$ cat config.mk
export PLATFORM = sky130hd
export DESIGN_NAME = io_bus_ctrl_flat
export DESIGN_NICKNAME = d
export VERILOG_FILES = /design/src/rtl/io_bus_ctrl_pkg.sv /design/src/rtl/io_bus_ctrl_if.sv /design/src/rtl/io_bus_ctrl_addr_decode.sv /design/src/rtl/io_bus_ctrl.sv /design/src/flat_wrapper.sv
export SDC_FILE = /design/constraint.sdc
export NUM_CORES = 1
export LEC_CHECK = 0
export ABC_AREA = 1
export ABC_CLOCK_PERIOD_IN_PS = 2000
export BUFFER_PORTS_ARGS = -buffer_cell sky130_fd_sc_hd__buf_2
export CORE_AREA = 2 2 175 177
export DETAILED_ROUTE_END_ITERATION = 10
export DIE_AREA = 0 0 177 179
export HOLD_SLACK_MARGIN = 0.03
export SYNTH_ARGS = -nofsm -noshare
export SYNTH_HDL_FRONTEND = slang
export SYNTH_SLANG_ARGS = --single-unit
$ cat constraint.sdc
create_clock -name clk -period 2 [get_ports clk]
set_input_delay 0.4 -clock clk [delete_from_list [all_inputs] [get_ports clk]]
set_output_delay 0.4 -clock clk [all_outputs]
set_load 0.01 [all_outputs]
$ cat src/rtl/io_bus_ctrl_pkg.sv
// Shared constants, state encoding and counter helper for the MMIO window controller.
package io_bus_ctrl_pkg;

    localparam logic [23:0] IO_BASE_HI = 24'hfffffc;

    localparam int SLOT_TIMER  = 2;
    localparam int SLOT_SEG    = 3;
    localparam int SLOT_LED    = 6;
    localparam int SLOT_SWITCH = 7;

    typedef enum logic [1:0] {
        S_IDLE   = 2'd0,
        S_ACCESS = 2'd1,
        S_RESP   = 2'd2,
        S_ERR    = 2'd3
    } state_t;

    function automatic logic [3:0] sat_inc(input logic [3:0] v);
        return (v == 4'hf) ? v : v + 4'd1;
    endfunction

endpackage

$ cat src/rtl/io_bus_ctrl_if.sv
// CPU-side MMIO request/response bundle; the controller takes the slave end.
interface io_bus_ctrl_if;
    import io_bus_ctrl_pkg::*;

    logic        cpu_req;
    logic        cpu_we;
    logic [31:0] cpu_addr;
    logic [3:0]  cpu_byte_sel;
    logic [31:0] cpu_wdata;
    logic        cpu_stall;
    logic        cpu_ack;
    logic        cpu_err;
    logic [31:0] cpu_rdata;

    modport master (
        output cpu_req, cpu_we, cpu_addr, cpu_byte_sel, cpu_wdata,
        input  cpu_stall, cpu_ack, cpu_err, cpu_rdata
    );

    modport slave (
        input  cpu_req, cpu_we, cpu_addr, cpu_byte_sel, cpu_wdata,
        output cpu_stall, cpu_ack, cpu_err, cpu_rdata
    );

endinterface

$ cat src/rtl/io_bus_ctrl_addr_decode.sv
// Purpose: maps a CPU byte address onto an I/O window slot (hit, slot id, one-hot enable).
// Latency: purely combinational.
// Backpressure: none; the caller decides when the result is used.
module io_addr_decode
    import io_bus_ctrl_pkg::*;
#(
    parameter int NUM_SLOTS = 8
) (
    input  logic [31:0]          addr,
    output logic                 hit,
    output logic [3:0]           slot,
    output logic [NUM_SLOTS-1:0] onehot
);

    always_comb begin
        slot   = addr[7:4];
        hit    = (addr[31:8] == IO_BASE_HI) && (32'(addr[7:4]) < NUM_SLOTS);
        onehot = '0;
        for (int i = 0; i < NUM_SLOTS; i++) begin
            onehot[i] = hit && (32'(addr[7:4]) == i);
        end
    end

endmodule

$ cat src/rtl/io_bus_ctrl.sv
// Purpose: sequences one CPU MMIO access at a time onto the shared peripheral bus.
// Latency: zero-wait read acks 2 cycles after acceptance, +1 per wait state; decode errors ack in 1.
// Backpressure: cpu_stall holds the pipeline until ack; per-slot wait states and per_ready stretch the access.
module io_bus_ctrl
    import io_bus_ctrl_pkg::*;
#(
    parameter int                     NUM_SLOTS = 8,
    parameter logic [4*NUM_SLOTS-1:0] WAIT_CYC  = {NUM_SLOTS{4'd0}},
    parameter int                     TIMEOUT   = 15
) (
    input  logic                    clk,
    input  logic                    rst,
    io_bus_ctrl_if.slave            cpu,
    output logic [31:0]             per_addr,
    output logic [NUM_SLOTS-1:0]    per_en,
    output logic                    per_we,
    output logic [3:0]              per_byte_sel,
    output logic [31:0]             per_wdata,
    input  logic [NUM_SLOTS*32-1:0] per_rdata,
    input  logic [NUM_SLOTS-1:0]    per_ready
);

    state_t                 state;
    logic [3:0]             slot_q;
    logic [3:0]             wait_cnt;
    logic [3:0]             to_cnt;
    logic                   ack_q;
    logic                   err_q;
    logic [31:0]            rdata_q;

    logic                   dec_hit;
    logic [3:0]             dec_slot;
    logic [NUM_SLOTS-1:0]   dec_onehot;

    logic [3:0]             sel_wait;
    logic                   sel_ready;
    logic [31:0]            sel_rdata;
    logic                   done;

    io_addr_decode #(.NUM_SLOTS(NUM_SLOTS)) u_decode (
        .addr   (cpu.cpu_addr),
        .hit    (dec_hit),
        .slot   (dec_slot),
        .onehot (dec_onehot)
    );

    always_comb begin
        sel_wait  = '0;
        sel_ready = 1'b0;
        sel_rdata = '0;
        for (int i = 0; i < NUM_SLOTS; i++) begin
            if (32'(slot_q) == i) begin
                sel_wait  = WAIT_CYC[4*i +: 4];
                sel_ready = per_ready[i];
                sel_rdata = per_rdata[32*i +: 32];
            end
        end
    end

    assign done = (wait_cnt >= sel_wait) && sel_ready;

    always_ff @(posedge clk or negedge rst) begin
        if (!rst) begin
            state        <= S_IDLE;
            slot_q       <= '0;
            wait_cnt     <= '0;
            to_cnt       <= '0;
            ack_q        <= 1'b0;
            err_q        <= 1'b0;
            rdata_q      <= '0;
            per_en       <= '0;
            per_addr     <= '0;
            per_we       <= 1'b0;
            per_byte_sel <= '0;
            per_wdata    <= '0;
        end else begin
            case (state)
                S_IDLE: begin
                    if (cpu.cpu_req) begin
                        slot_q <= dec_slot;
                        if (!dec_hit) begin
                            state <= S_ERR;
                            ack_q <= 1'b1;
                            err_q <= 1'b1;
                        end else if (cpu.cpu_we && cpu.cpu_byte_sel == 4'h0) begin
                            state   <= S_RESP;
                            ack_q   <= 1'b1;
                            rdata_q <= '0;
                        end else begin
                            state        <= S_ACCESS;
                            wait_cnt     <= '0;
                            to_cnt       <= '0;
                            per_en       <= dec_onehot;
                            per_addr     <= cpu.cpu_addr;
                            per_we       <= cpu.cpu_we;
                            per_byte_sel <= cpu.cpu_byte_sel;
                            per_wdata    <= cpu.cpu_wdata;
                        end
                    end
                end
                S_ACCESS: begin
                    wait_cnt <= sat_inc(wait_cnt);
                    to_cnt   <= sat_inc(to_cnt);
                    // Completion is checked first so a late ready still beats the timeout.
                    if (done || to_cnt == 4'(TIMEOUT)) begin
                        state        <= done ? S_RESP : S_ERR;
                        ack_q        <= 1'b1;
                        err_q        <= !done;
                        rdata_q      <= (done && !per_we) ? sel_rdata : 32'h0;
                        per_en       <= '0;
                        per_addr     <= '0;
                        per_we       <= 1'b0;
                        per_byte_sel <= '0;
                        per_wdata    <= '0;
                    end
                end
                default: begin
                    state   <= S_IDLE;
                    ack_q   <= 1'b0;
                    err_q   <= 1'b0;
                    rdata_q <= '0;
                end
            endcase
        end
    end

    assign cpu.cpu_ack   = ack_q;
    assign cpu.cpu_err   = err_q;
    assign cpu.cpu_rdata = rdata_q;
    // Gated by reset so the stall drops immediately when reset is asserted.
    assign cpu.cpu_stall = rst & cpu.cpu_req & ~ack_q;

endmodule
$ cat src/flat_wrapper.sv
// flat-port wrapper written by rule: the top's interface ports become plain ports
module io_bus_ctrl_flat import io_bus_ctrl_pkg::*;
#(
    parameter int                     NUM_SLOTS = 8,
    parameter logic [4*NUM_SLOTS-1:0] WAIT_CYC  = {NUM_SLOTS{4'd0}},
    parameter int                     TIMEOUT   = 15
)
  (clk, rst, per_addr, per_en, per_we, per_byte_sel, per_wdata, per_rdata, per_ready, cpu_cpu_req, cpu_cpu_we, cpu_cpu_addr, cpu_cpu_byte_sel, cpu_cpu_wdata, cpu_cpu_stall, cpu_cpu_ack, cpu_cpu_err, cpu_cpu_rdata);
  io_bus_ctrl_if cpu_i ();
  input  logic clk;
  input  logic rst;
  output logic [31:0] per_addr;
  output logic [NUM_SLOTS-1:0] per_en;
  output logic per_we;
  output logic [3:0] per_byte_sel;
  output logic [31:0] per_wdata;
  input  logic [NUM_SLOTS*32-1:0] per_rdata;
  input  logic [NUM_SLOTS-1:0] per_ready;
  input wire logic [$bits(cpu_i.cpu_req)-1:0] cpu_cpu_req;
  input wire logic [$bits(cpu_i.cpu_we)-1:0] cpu_cpu_we;
  input wire logic [$bits(cpu_i.cpu_addr)-1:0] cpu_cpu_addr;
  input wire logic [$bits(cpu_i.cpu_byte_sel)-1:0] cpu_cpu_byte_sel;
  input wire logic [$bits(cpu_i.cpu_wdata)-1:0] cpu_cpu_wdata;
  output wire logic [$bits(cpu_i.cpu_stall)-1:0] cpu_cpu_stall;
  output wire logic [$bits(cpu_i.cpu_ack)-1:0] cpu_cpu_ack;
  output wire logic [$bits(cpu_i.cpu_err)-1:0] cpu_cpu_err;
  output wire logic [$bits(cpu_i.cpu_rdata)-1:0] cpu_cpu_rdata;
  assign cpu_i.cpu_req = cpu_cpu_req;
  assign cpu_i.cpu_we = cpu_cpu_we;
  assign cpu_i.cpu_addr = cpu_cpu_addr;
  assign cpu_i.cpu_byte_sel = cpu_cpu_byte_sel;
  assign cpu_i.cpu_wdata = cpu_cpu_wdata;
  assign cpu_cpu_stall = cpu_i.cpu_stall;
  assign cpu_cpu_ack = cpu_i.cpu_ack;
  assign cpu_cpu_err = cpu_i.cpu_err;
  assign cpu_cpu_rdata = cpu_i.cpu_rdata;
  io_bus_ctrl #(.NUM_SLOTS(NUM_SLOTS), .WAIT_CYC(WAIT_CYC), .TIMEOUT(TIMEOUT)) u_core (.clk(clk), .rst(rst), .cpu(cpu_i), .per_addr(per_addr), .per_en(per_en), .per_we(per_we), .per_byte_sel(per_byte_sel), .per_wdata(per_wdata), .per_rdata(per_rdata), .per_ready(per_ready));
endmodule
==> After elaboration in Yosys (flattened, before gate mapping) <==
Cells that the tools add are included.
{ "classes": {"n_addsub": 2, "order_cmp": 2, "n_eq_ne": 27, "mux": 68, "n_bitwise": 3, "reduce_logical": 28} }
{ "op_table": {"columns": ["op", "n"], "rows": [
  ["two-way mux 32 bit", 20],
  ["one-hot mux 32 bit (2 select lines)", 3],
  ["two-way mux 4 bit", 9],
  ["== test 4 x 3 -> 1 bit, second input constant", 8],
  ["two-way mux 8 bit", 4],
  ["== test 24 bit, second input constant", 1],
  ["one-hot mux 4 bit (2 select lines)", 3],
  ["two-way mux 1 bit", 20],
  ["== test 4 x 2 -> 1 bit, second input constant", 4],
  ["one-hot mux 8 bit (2 select lines)", 1],
  ["AND reduction 5 bit", 3],
  ["logical AND 1 bit", 12],
  ["logical NOT 4 bit", 3],
  ["inequality test 2 bit, second input constant", 5],
  ["adder 4 x 1 -> 4 bit, second input constant", 2],
  ["== test 4 x 1 -> 1 bit, second input constant", 2],
  ["== test 4 bit, second input constant", 2],
  ["two-way mux 2 bit", 4],
  ["inequality test 2 x 1 -> 1 bit, second input constant", 3],
  ["one-hot mux 1 bit (2 select lines)", 3],
  ["AND reduction 3 bit", 2],
  ["greater-or-equal comparator 4 x 1 -> 1 bit, second input constant", 1],
  ["< comparator 4 bit, second input constant", 1],
  ["one-hot mux 2 bit (2 select lines)", 1],
  ["10 further kinds", 13]
]} }
{ "word_totals": {"reg_bits": 125, "inputBits": 336, "elab_cells": 142} }

==> Depth between registers and ports, before layout <==
Gate-level depths: netlist of the first run.
{ "depth": {"depth_word": 14, "depth_mapped": 14} }

==> Hierarchy <==
A second synthesis of the first run with hierarchy kept.
{ "hier_totals": {"cells_unflattened": 1244, "hier_area_um2": 7957.6} }
{ "by_module_without_submodules": {"columns": ["module", "instances", "cells_each", "area_per_inst_um2", "seq_area_each_um2"], "rows": [
  ["io_bus_ctrl", 1, 1195, 7739.9, 3027.9],
  ["io_addr_decode", 1, 49, 217.7, 0.0]
]} }

==> Least setup slack after synthesis of the first run <==
Ideal clock, no wire load.
{ "synth_timing": {"path_kind": "reg-to-reg", "start": "reg u_core.slot_q[1]", "end": "reg u_core.per_addr[31]", "setup_time_ns": 0.130, "arrival_ns": 1.633, "required_ns": 1.870, "setup_slack_ns": 0.237, "stages_incl_launch_ff": 14, "path_buffers": 3, "period_less_slack_ns": 1.763, "cell_sequence": "dfrtp_1 > buf_4 > nor2_1 > nand2_2 > inv_2 > nand2_1 > nand4_1 > nand2_1 > nand4_2 > nand2_1 > buf_6 > buf_6 > nand2_1 > nand2_1"} }
{ "synth_between": {"elab_chain_len": 13, "elab_cells_between_ends": 20} }
{ "synth_lines": {"columns": ["element", "line_no", "text"], "rows": [
  ["start, declared", "io_bus_ctrl.sv:24", "logic [3:0] slot_q;"],
  ["start signal, assigned", "io_bus_ctrl.sv:80", "slot_q <= dec_slot;"],
  ["logical NOT 4 bit", "io_bus_ctrl.sv:52", "if (32'(slot_q) == i) begin"],
  ["two-way mux 1 bit (7 in a row)", "io_bus_ctrl.sv:52", null],
  ["two-way mux 1 bit *", "io_bus_ctrl.sv:52", null],
  ["logical AND 1 bit *", "io_bus_ctrl.sv:60", "assign done = (wait_cnt >= sel_wait) && sel_ready;"],
  ["logical OR 1 bit *", "io_bus_ctrl.sv:105", "if (done || to_cnt == 4'(TIMEOUT)) begin"],
  ["inequality test 2 x 1 -> 1 bit (no line) *", null, null],
  ["AND reduction 5 bit (no line) *", null, null],
  ["end signal, assigned", "io_bus_ctrl.sv:94", "per_addr <= cpu.cpu_addr;"],
  ["end, declared", "io_bus_ctrl.sv:14", "output logic [31:0] per_addr,"]
]} }
Mark *: on every way between the ends. The rest lies on a longest branch, timed or not.
A chain may end at the register's enable or synchronous reset.

==> Final worst setup path of the first run <==
{ "layout_timing": {"start": "reg u_core.slot_q[0]", "end": "reg u_core.rdata_q[18] (netlist: u_core.cpu.cpu_rdata[18])"} }
{ "layout_between": {"elab_chain_len": 14, "elab_cells_between_ends": 32} }
{ "layout_lines": {"columns": ["element", "line_no", "text"], "rows": [
  ["logical NOT 4 bit", "io_bus_ctrl.sv:52", null],
  ["two-way mux 1 bit (8 in a row)", "io_bus_ctrl.sv:52", null],
  ["logical AND 1 bit", "io_bus_ctrl.sv:60", null],
  ["logical AND 1 bit", "io_bus_ctrl.sv:109", "rdata_q <= (done && !per_we) ? sel_rdata : 32'h0;"],
  ["two-way mux 32 bit", "io_bus_ctrl.sv:109", null],
  ["two-way mux 32 bit", "io_bus_ctrl.sv:105", null],
  ["one-hot mux 32 bit (2 select lines)", "io_bus_ctrl.sv:77", "case (state)"],
  ["end signal, assigned", "io_bus_ctrl.sv:109", null],
  ["end, declared", "io_bus_ctrl.sv:29", "logic [31:0] rdata_q;"]
]} }
Parallel ways exist; a longest one is shown, timed or not. The select of a mux whose other input is x is not followed.

==> impl_summary.log, run 1 <==
INFO  metric outcome = completed
INFO  metric clock.fmax = 517.4 MHz
INFO  metric detailedRoute.firstIterationViolations = 495
INFO  metric pin_count = 448
INFO  metric clock_sinks = roughly 120
INFO  metric drtPass1Iterations = 5
INFO  metric grt_setup_unrepaired = true
INFO  metric antenna_found_initial = 11
INFO  metric drt_drc_violations_left = 0
INFO  metric depth_of_the_cts_h_tree = 4
INFO  metric relSlewSlack = approximately half
INFO  metric hold-worst-slack = approximately 0.050 ns
INFO  metric cts_made_buffers = 17
INFO  metric timing.hold.worst.class = input pin to async pin
INFO  metric synth.yosys.warnings = 0
INFO  metric tritoncts = done
INFO  metric antenna_left = 0
INFO  metric rows = 64
INFO  metric wl_per_cell = 17.49 um
INFO  metric final_layout_setup_total_negative_slack = 0 ns
INFO  metric report.final.setup_viol = 0
INFO  metric ys_seq_area_share = 41.38%
INFO  metric cap_violations = 0
INFO  metric drive_above_1_share = about 36%
INFO  metric synthTopCellsByArea = dfrtp_1, nand2_1, nand4_1
INFO  metric power_density = 1489 nW/um^2
INFO  metric startpoint = u_core.slot_q[0]
INFO  metric report.final.hold_viol_count = 0
INFO  metric drt-vias-per-instance = between 4 and 5
INFO  metric vias = 9056
INFO  metric endpoint_kind = flop
INFO  metric synth_fp_nets = 1431
INFO  metric critical_path_peak_fanout = 18
INFO  metric yosysTopAreaCellShare = 41.38%
INFO  metric area_of_the_core_region = 30030 sq um
INFO  metric critical_path.startpoint_type = flop
INFO  metric synth-async-reset-ratio = 100.0%
INFO  metric yosysTopAreaCell = dfrtp_1
INFO  metric synth-edff-count = 0
INFO  metric syn_avg_cell_area = around 6.7 sq um
INFO  metric yosys-top-cells-count = nand2_1, dfrtp_1, inv_1, nand4_1, nand3_1
INFO  metric p_leak = 6.450 nW
INFO  metric kind_of_critical_path = flop to flop
INFO  metric ff2ff_path_depth = 11
INFO  metric dpl.hpwl = 26.80 mm
INFO  metric ir_drop = 0.0008797 V
INFO  metric timing_worst_slew_pin_value = 0.7212 ns
INFO  metric synth_cell_type_count = 28
INFO  metric cts.clk_slew.worst_paths = ~0.07 ns
INFO  metric ctsLongestPathBuffers = 2
INFO  metric instances_no_fill = 1977
INFO  metric floorplan.die_area = roughly 32000 sq um
INFO  metric syn-instance-count = 1094
INFO  metric grt_pass1_wl = 48.98 mm
INFO  metric totalWireLength = 34.58 mm
INFO  metric setup.worst_path.end = u_core.cpu.cpu_rdata[18]
INFO  metric timing.reg2reg.setup_slack = 0.07 ns
INFO  metric fp.dieW = around 180 um
INFO  metric gp_congestion = between 0.9 and 1
INFO  metric synth_area = around 7300 sq um
INFO  metric yosysMostFrequentCell = nand2_1
INFO  metric synth-main-ff-cell = dfrtp_1
INFO  metric cts-root-buf = clkbuf_16
INFO  metric design.final.nets = 1898
INFO  metric crit_required = 2.35 ns
INFO  metric clock-skew-final = 0.01571 ns
INFO  metric global_route_total_usage_across_every_layer = 20.68%
INFO  metric rr_endpoint = u_core.cpu.cpu_rdata[18]
INFO  metric final.setup.worst_slack = 0.06727 ns
INFO  metric dieHeight = between 150 and 200 um
INFO  metric place.detailed.instances = approximately 1900
INFO  metric worst-endpoint-arrival = 2.28 ns
INFO  metric part_of_the_cycle_the_worst_path_needs = a little under 100%
INFO  metric report.final.slew_viol_count = 0
INFO  metric floorplan.initialDensity = 24.37%
INFO  metric clk_latency = 0.42 ns
INFO  metric ffs_latches_synth = 121
INFO  metric syn2layout_area_growth = 52.79%
INFO  metric final.min_clock_period = ~1.9 ns
INFO  metric globalRoute.totalOverflow = 0
INFO  metric pre_cts_ws = -0.01661 ns
INFO  metric grt_start_max_net_pins = approximately 120
INFO  metric buffer_ports.inserted = approximately 450
INFO  metric critical_path.reg2reg.startpoint = u_core.slot_q[0]
INFO  metric vias_in_the_first_global_route = 8535
## flip-flops by register name, summed over array words and instances, names as in the netlist
name,count
u_core.cpu.cpu_rdata,32
u_core.cpu.cpu_ack,1
u_core.per_addr,32
u_core.state,2
u_core.per_we,1
u_core.to_cnt,4
u_core.per_wdata,32
u_core.cpu.cpu_err,1
u_core.per_byte_sel,4
u_core.per_en,8
u_core.slot_q,4
## what timing repair did
item	CTS	global route
pin swaps	0	2
setup endpoints to repair	2	73
hold buffers	0	0
cloned	0	1
buffers inserted	0	4
gates resized for setup	2	19
## logic make-up (layout without fill, tap and decap cells)
| logic type | Yosys count | in the layout | synth area share, % |
|---|---|---|---|
| adder cells (fa/ha/maj) | 1 | 1 | 0.1710 |
| XOR/XNOR | 1 | 1 | 0.1197 |
| flip-flops | 121 | 121 | 41.38 |
| AO/OA/AOI/OAI | 68 | 68 | 4.788 |
| AND/OR/NAND/NOR | 748 | 748 | 44.36 |
| other | 0 | 8 | 0 |
| buffers and inverters | 155 | 634 | 9.183 |
## worst max-delay path, cell delays in order, from the launching register on
cell and delay [ns]:
dfrtp_2 0.44, nor2_1 0.16, nand2_1 0.10, inv_1 0.11, buf_4 0.24, buf_4 0.17, nand2_1 0.05, nand4_1 0.28
nand2_1 0.08, nand2_1 0.07, nand4_1 0.08, nand2_1 0.08
## layer usage
metal / track usage [%] / routed length, um / part of all wire (%) / up-vias
met5: 0 / 27 / 0.078 / -
met4: 7.886 / 775 / 2.2 / 4
met3: 5.916 / 3000 / 8.7 / 48
met2: 37.21 / 17520 / 51 / 414
met1: 23.03 / 13260 / 38 / 4159
li1: - / - / - / 4431
## worst min-delay path by stage
stage,endpoint,slack (ns),depth (start not counted)
2_1_floorplan,u_core.cpu.cpu_ack,0.10,0
3_3_place_gp,u_core.cpu.cpu_rdata[25],0.45,2
3_5_place_dp,u_core.per_addr[25],0.45,2
4_1_cts,u_core.per_en[5],0.12,2
5_1_grt,u_core.per_en[5],0.11,2
6_report,u_core.per_en[4],0.05,2
## power by group
group / leakage [nW] / internal [W] / switching, W
clock: 0.272 / 0.00182 / 0.00127
sequential: 1.56 / 0.00346 / 0.000591
combinational: 4.62 / 0.00357 / 0.00594
## cell type report
| class | instances | area (sq um) |
|---|---|---|
| Clock inverter | 11 | 112.6 |
| Tap cell | 396 | 495.5 |
| Inverter | 89 | 334.1 |
| Multi-Input combinational cell | 818 | 3725 |
| Clock buffer | 20 | 466.7 |
| Timing Repair Buffer | 514 | 2995 |
| Antenna cell | 8 | 20.02 |
| Fill cell | 3234 | 18850 |
| Sequential cell | 121 | 3030 |
## metrics by stage
| step | cell area (sq um) | total power [W] | util [%] |
|---|---|---|---|
| after floorplan | 7317 | 0.008807 | - |
| after global placement | 10440 | 0.01323 | 34.77 |
| after detailed placement | 10440 | 0.01333 | 34.77 |
| after CTS | 11030 | 0.01650 | 36.73 |
| after global routing | 11170 | 0.01782 | 37.20 |
| final | 11180 | 0.01665 | 37.23 |
## cell usage in the layout (no fill, tap or decap), drive strengths merged
cell,instances
inv,92
nor4,2
o22ai,7
dfrtp,121
buf,513
xor2,1
bufinv,1
or2,2
clkinvlp,4
nand2,523
nor2,44
nor3,10
nand3b,39
nand3,60
nand4,68
ha,1
o21ai,7
a21oi,53
a31oi,1
diode,8
clkbuf,21
clkinv,3
Note: power is estimated with default switching activity, not from simulation.
==> run 2, diff against run 1 <==
Settings changed: ABC_AREA 1 to default.
==> impl_summary.log, run 2 <==
INFO  metric floorplan.die_area = 31680 sq um
INFO  metric ctsHoldBuffers = 0
INFO  metric relSlewSlack = 51.97%
INFO  metric critical_path_peak_fanout = 32
INFO  metric place.detailed.instances = 1539
INFO  metric synth-async-reset-ratio = 100.0%
INFO  metric syn-instance-count = 679
INFO  metric rows = 64
INFO  metric yosysMostFrequentCell = dfrtp_1
INFO  metric pre_cts_ws = -0.4611 ns
INFO  metric clock-skew-final = 0.01025 ns
INFO  metric worst-endpoint-arrival = 2.50 ns
INFO  metric mostFrequentLayoutCell = buf_2
INFO  metric synth-edff-count = 0
INFO  metric drt-vias-per-instance = 4.784
INFO  metric cts.clk_slew.worst_paths = 0.07 ns
INFO  metric grt_pass1_wl = 43.67 mm
INFO  metric cts-root-buf = clkbuf_16
INFO  metric nFillCells = 3069
INFO  metric ys_seq_area_share = between 40% and 50%
INFO  metric kind_of_critical_path = flop to flop
INFO  metric crit_required = 2.32 ns
INFO  metric cap_violations = 0
INFO  metric synthTopCellsByArea = dfrtp_1, a22o_1, mux2_2
INFO  metric final.min_clock_period = 2.185 ns
INFO  metric synth_area = 6917 sq um
INFO  metric drt_drc_violations_left = 0
INFO  metric report.final.slew_viol_count = 0
INFO  metric report.final.hold_viol_count = 0
INFO  metric global_route_total_usage_across_every_layer = roughly 18%
INFO  metric clock.fmax = 457.7 MHz
INFO  metric clk_latency = 0.42 ns
INFO  metric yosysTopAreaCellShare = 43.78%
INFO  metric ir_drop = 0.0005681 V
INFO  metric timing.hold.worst.class = input pin to async pin
INFO  metric timing_worst_slew_pin_value = just over 0.7 ns
INFO  metric depth_of_the_cts_h_tree = 4
INFO  metric detailedRoute.firstIterationViolations = 307
INFO  metric final_cell_mix = buf_2, dfrtp_1, buf_4
INFO  metric fp.dieW = roughly 180 um
INFO  metric globalRoute.totalOverflow = 0
INFO  metric vias_in_the_first_global_route = 7601
INFO  metric report.final.setup_viol = 109
INFO  metric ctsLongestPathBuffers = 2
INFO  metric wl_per_cell = 18.99 um
INFO  metric vias = 7606
INFO  metric ff2ff_path_depth = 8
INFO  metric critical_path.startpoint_type = flop
INFO  metric gp_congestion = 0.8654
INFO  metric yosysTopAreaCell = dfrtp_1
INFO  metric synth.yosys.warnings = 0
INFO  metric syn_avg_cell_area = a little over 10 sq um
INFO  metric power_density = 1277 nW/um^2
INFO  metric clock_sinks = 121
INFO  metric buffer_ports.inserted = approximately 450
INFO  metric ffs_latches_synth = 121
INFO  metric drtPass1Iterations = 5
INFO  metric syn2layout_area_growth = 61.78%
INFO  metric synth_cell_type_count = 48
INFO  metric antenna_left = 0
INFO  metric dpl.hpwl = between 20 and 25 mm
INFO  metric grt_setup_unrepaired = true
INFO  metric totalWireLength = 30.20 mm
INFO  metric p_leak = 5.744 nW
INFO  metric synth-main-ff-cell = dfrtp_1
INFO  metric part_of_the_cycle_the_worst_path_needs = 109.3%
INFO  metric yosys-top-cells-count = dfrtp_1, o22ai_1, a22o_1, inv_1, nand2_1
INFO  metric p_total = 0.01429 W
INFO  metric area_of_the_core_region = 30030 sq um
INFO  metric floorplan.initialDensity = ~23%
INFO  metric grt_start_max_net_pins = 122
INFO  metric synth_fp_nets = 1016
INFO  metric antenna_found_initial = 6
INFO  metric final_layout_setup_total_negative_slack = -13.89 ns
INFO  metric pin_count = 448
INFO  metric cts_made_buffers = 17
INFO  metric endpoint_kind = flop
INFO  metric failed_checks = setup timing
INFO  metric drive_above_1_share = 55.43%
INFO  metric final.setup.worst_slack = -0.1851 ns
INFO  metric instances_no_fill = ~1600
INFO  metric design.final.nets = around 1500
INFO  metric outcome = finished, violations left
INFO  metric tritoncts = done
INFO  metric dieHeight = 179 um
[run 2: area by class of cell]
class	instances	area [sq um]	share of cell area [%]
Clock inverter	14	187.7	1.677
Multi-Input combinational cell	458	3712	33.18
Inverter	39	146.4	1.308
Clock buffer	18	429.2	3.835
Tap cell	396	495.5	4.428
Sequential cell	121	3033	27.10
Antenna cell	7	17.52	0.1565
Timing Repair Buffer	537	3168	28.31
[run 2: timing repair]
item / in CTS / in global routing
endpoints found under the hold margin: 0 / 0
pin swaps: 8 / 11
setup endpoints to repair: 109 / 113
gates cloned: 4 / 2
setup buffers: 6 / 2
resized for setup: 35 / 17
[run 2: per-stage QoR]
step | util (%) | cell area (sq um) | hold WS, ns
floorplan | - | 6942 | 0.1044
global placement | 33.58 | 10080 | 0.4662
detailed placement | 33.58 | 10080 | 0.4655
CTS | 36.88 | 11070 | 0.09261
global route | 37.25 | 11180 | 0.09468
finish | 37.26 | 11190 | 0.03461
[run 2: cell families (layout without fill, tap and decap cells)]
family / count (synthesis) / after routing / share of synthesized area [%]
AO/OA/AOI/OAI: 231 / 231 / 24.35
adder cells (fa/ha/maj): 1 / 1 / 0.1809
buffers and inverters: 100 / 608 / 6.675
flip-flops: 121 / 121 / 43.78
multiplexers: 80 / 80 / 13.91
other: 0 / 7 / 0
AND/OR/NAND/NOR: 146 / 146 / 11.11
[run 2: metal layers]
layer | track usage, % | vias up | routed length (um)
li1 | - | 3578 | -
met1 | 22.55 | 3646 | 12400
met2 | 30.35 | 346 | 15000
met3 | 4.432 | 36 | 2162
met4 | 7.197 | 0 | 639
met5 | 0 | - | 0
[run 2: worst max-delay path, stage by stage (launching register included)]
cell and delay (ns):
dfrtp_4 0.51, and3b_2 0.22, a32o_1 0.25, a21o_1 0.18, a22oi_4 0.26, buf_4 0.17
a32oi_4 0.11, buf_12 0.21, o32ai_2 0.16
[run 2: path summary, 6_finish.rpt]
check                                    startpoint                       end  slack (ns)
worst min-delay path                            rst        u_core.cpu.cpu_ack        0.03
max in group asynchronous                       rst  u_core.cpu.cpu_rdata[17]        1.38
worst max-delay path               u_core.slot_q[0]  u_core.cpu.cpu_rdata[14]       -0.19
worst min register to register  u_core.per_addr[30]       u_core.per_addr[30]        0.49
min in group clk                    cpu_cpu_addr[0]        u_core.per_addr[0]        0.20
worst max register to register     u_core.slot_q[0]  u_core.cpu.cpu_rdata[14]       -0.19
[run 2: power by group]
part / internal [W] / switching, W / total (W) / leakage, nW
clock network: 0.00200 / 0.00134 / 0.00334 / 0.304
logic: 0.00367 / 0.00415 / 0.00782 / 3.78
registers: 0.00284 / 0.000294 / 0.00313 / 1.66
total: 0.00851 / 0.00579 / 0.0143 / 5.74
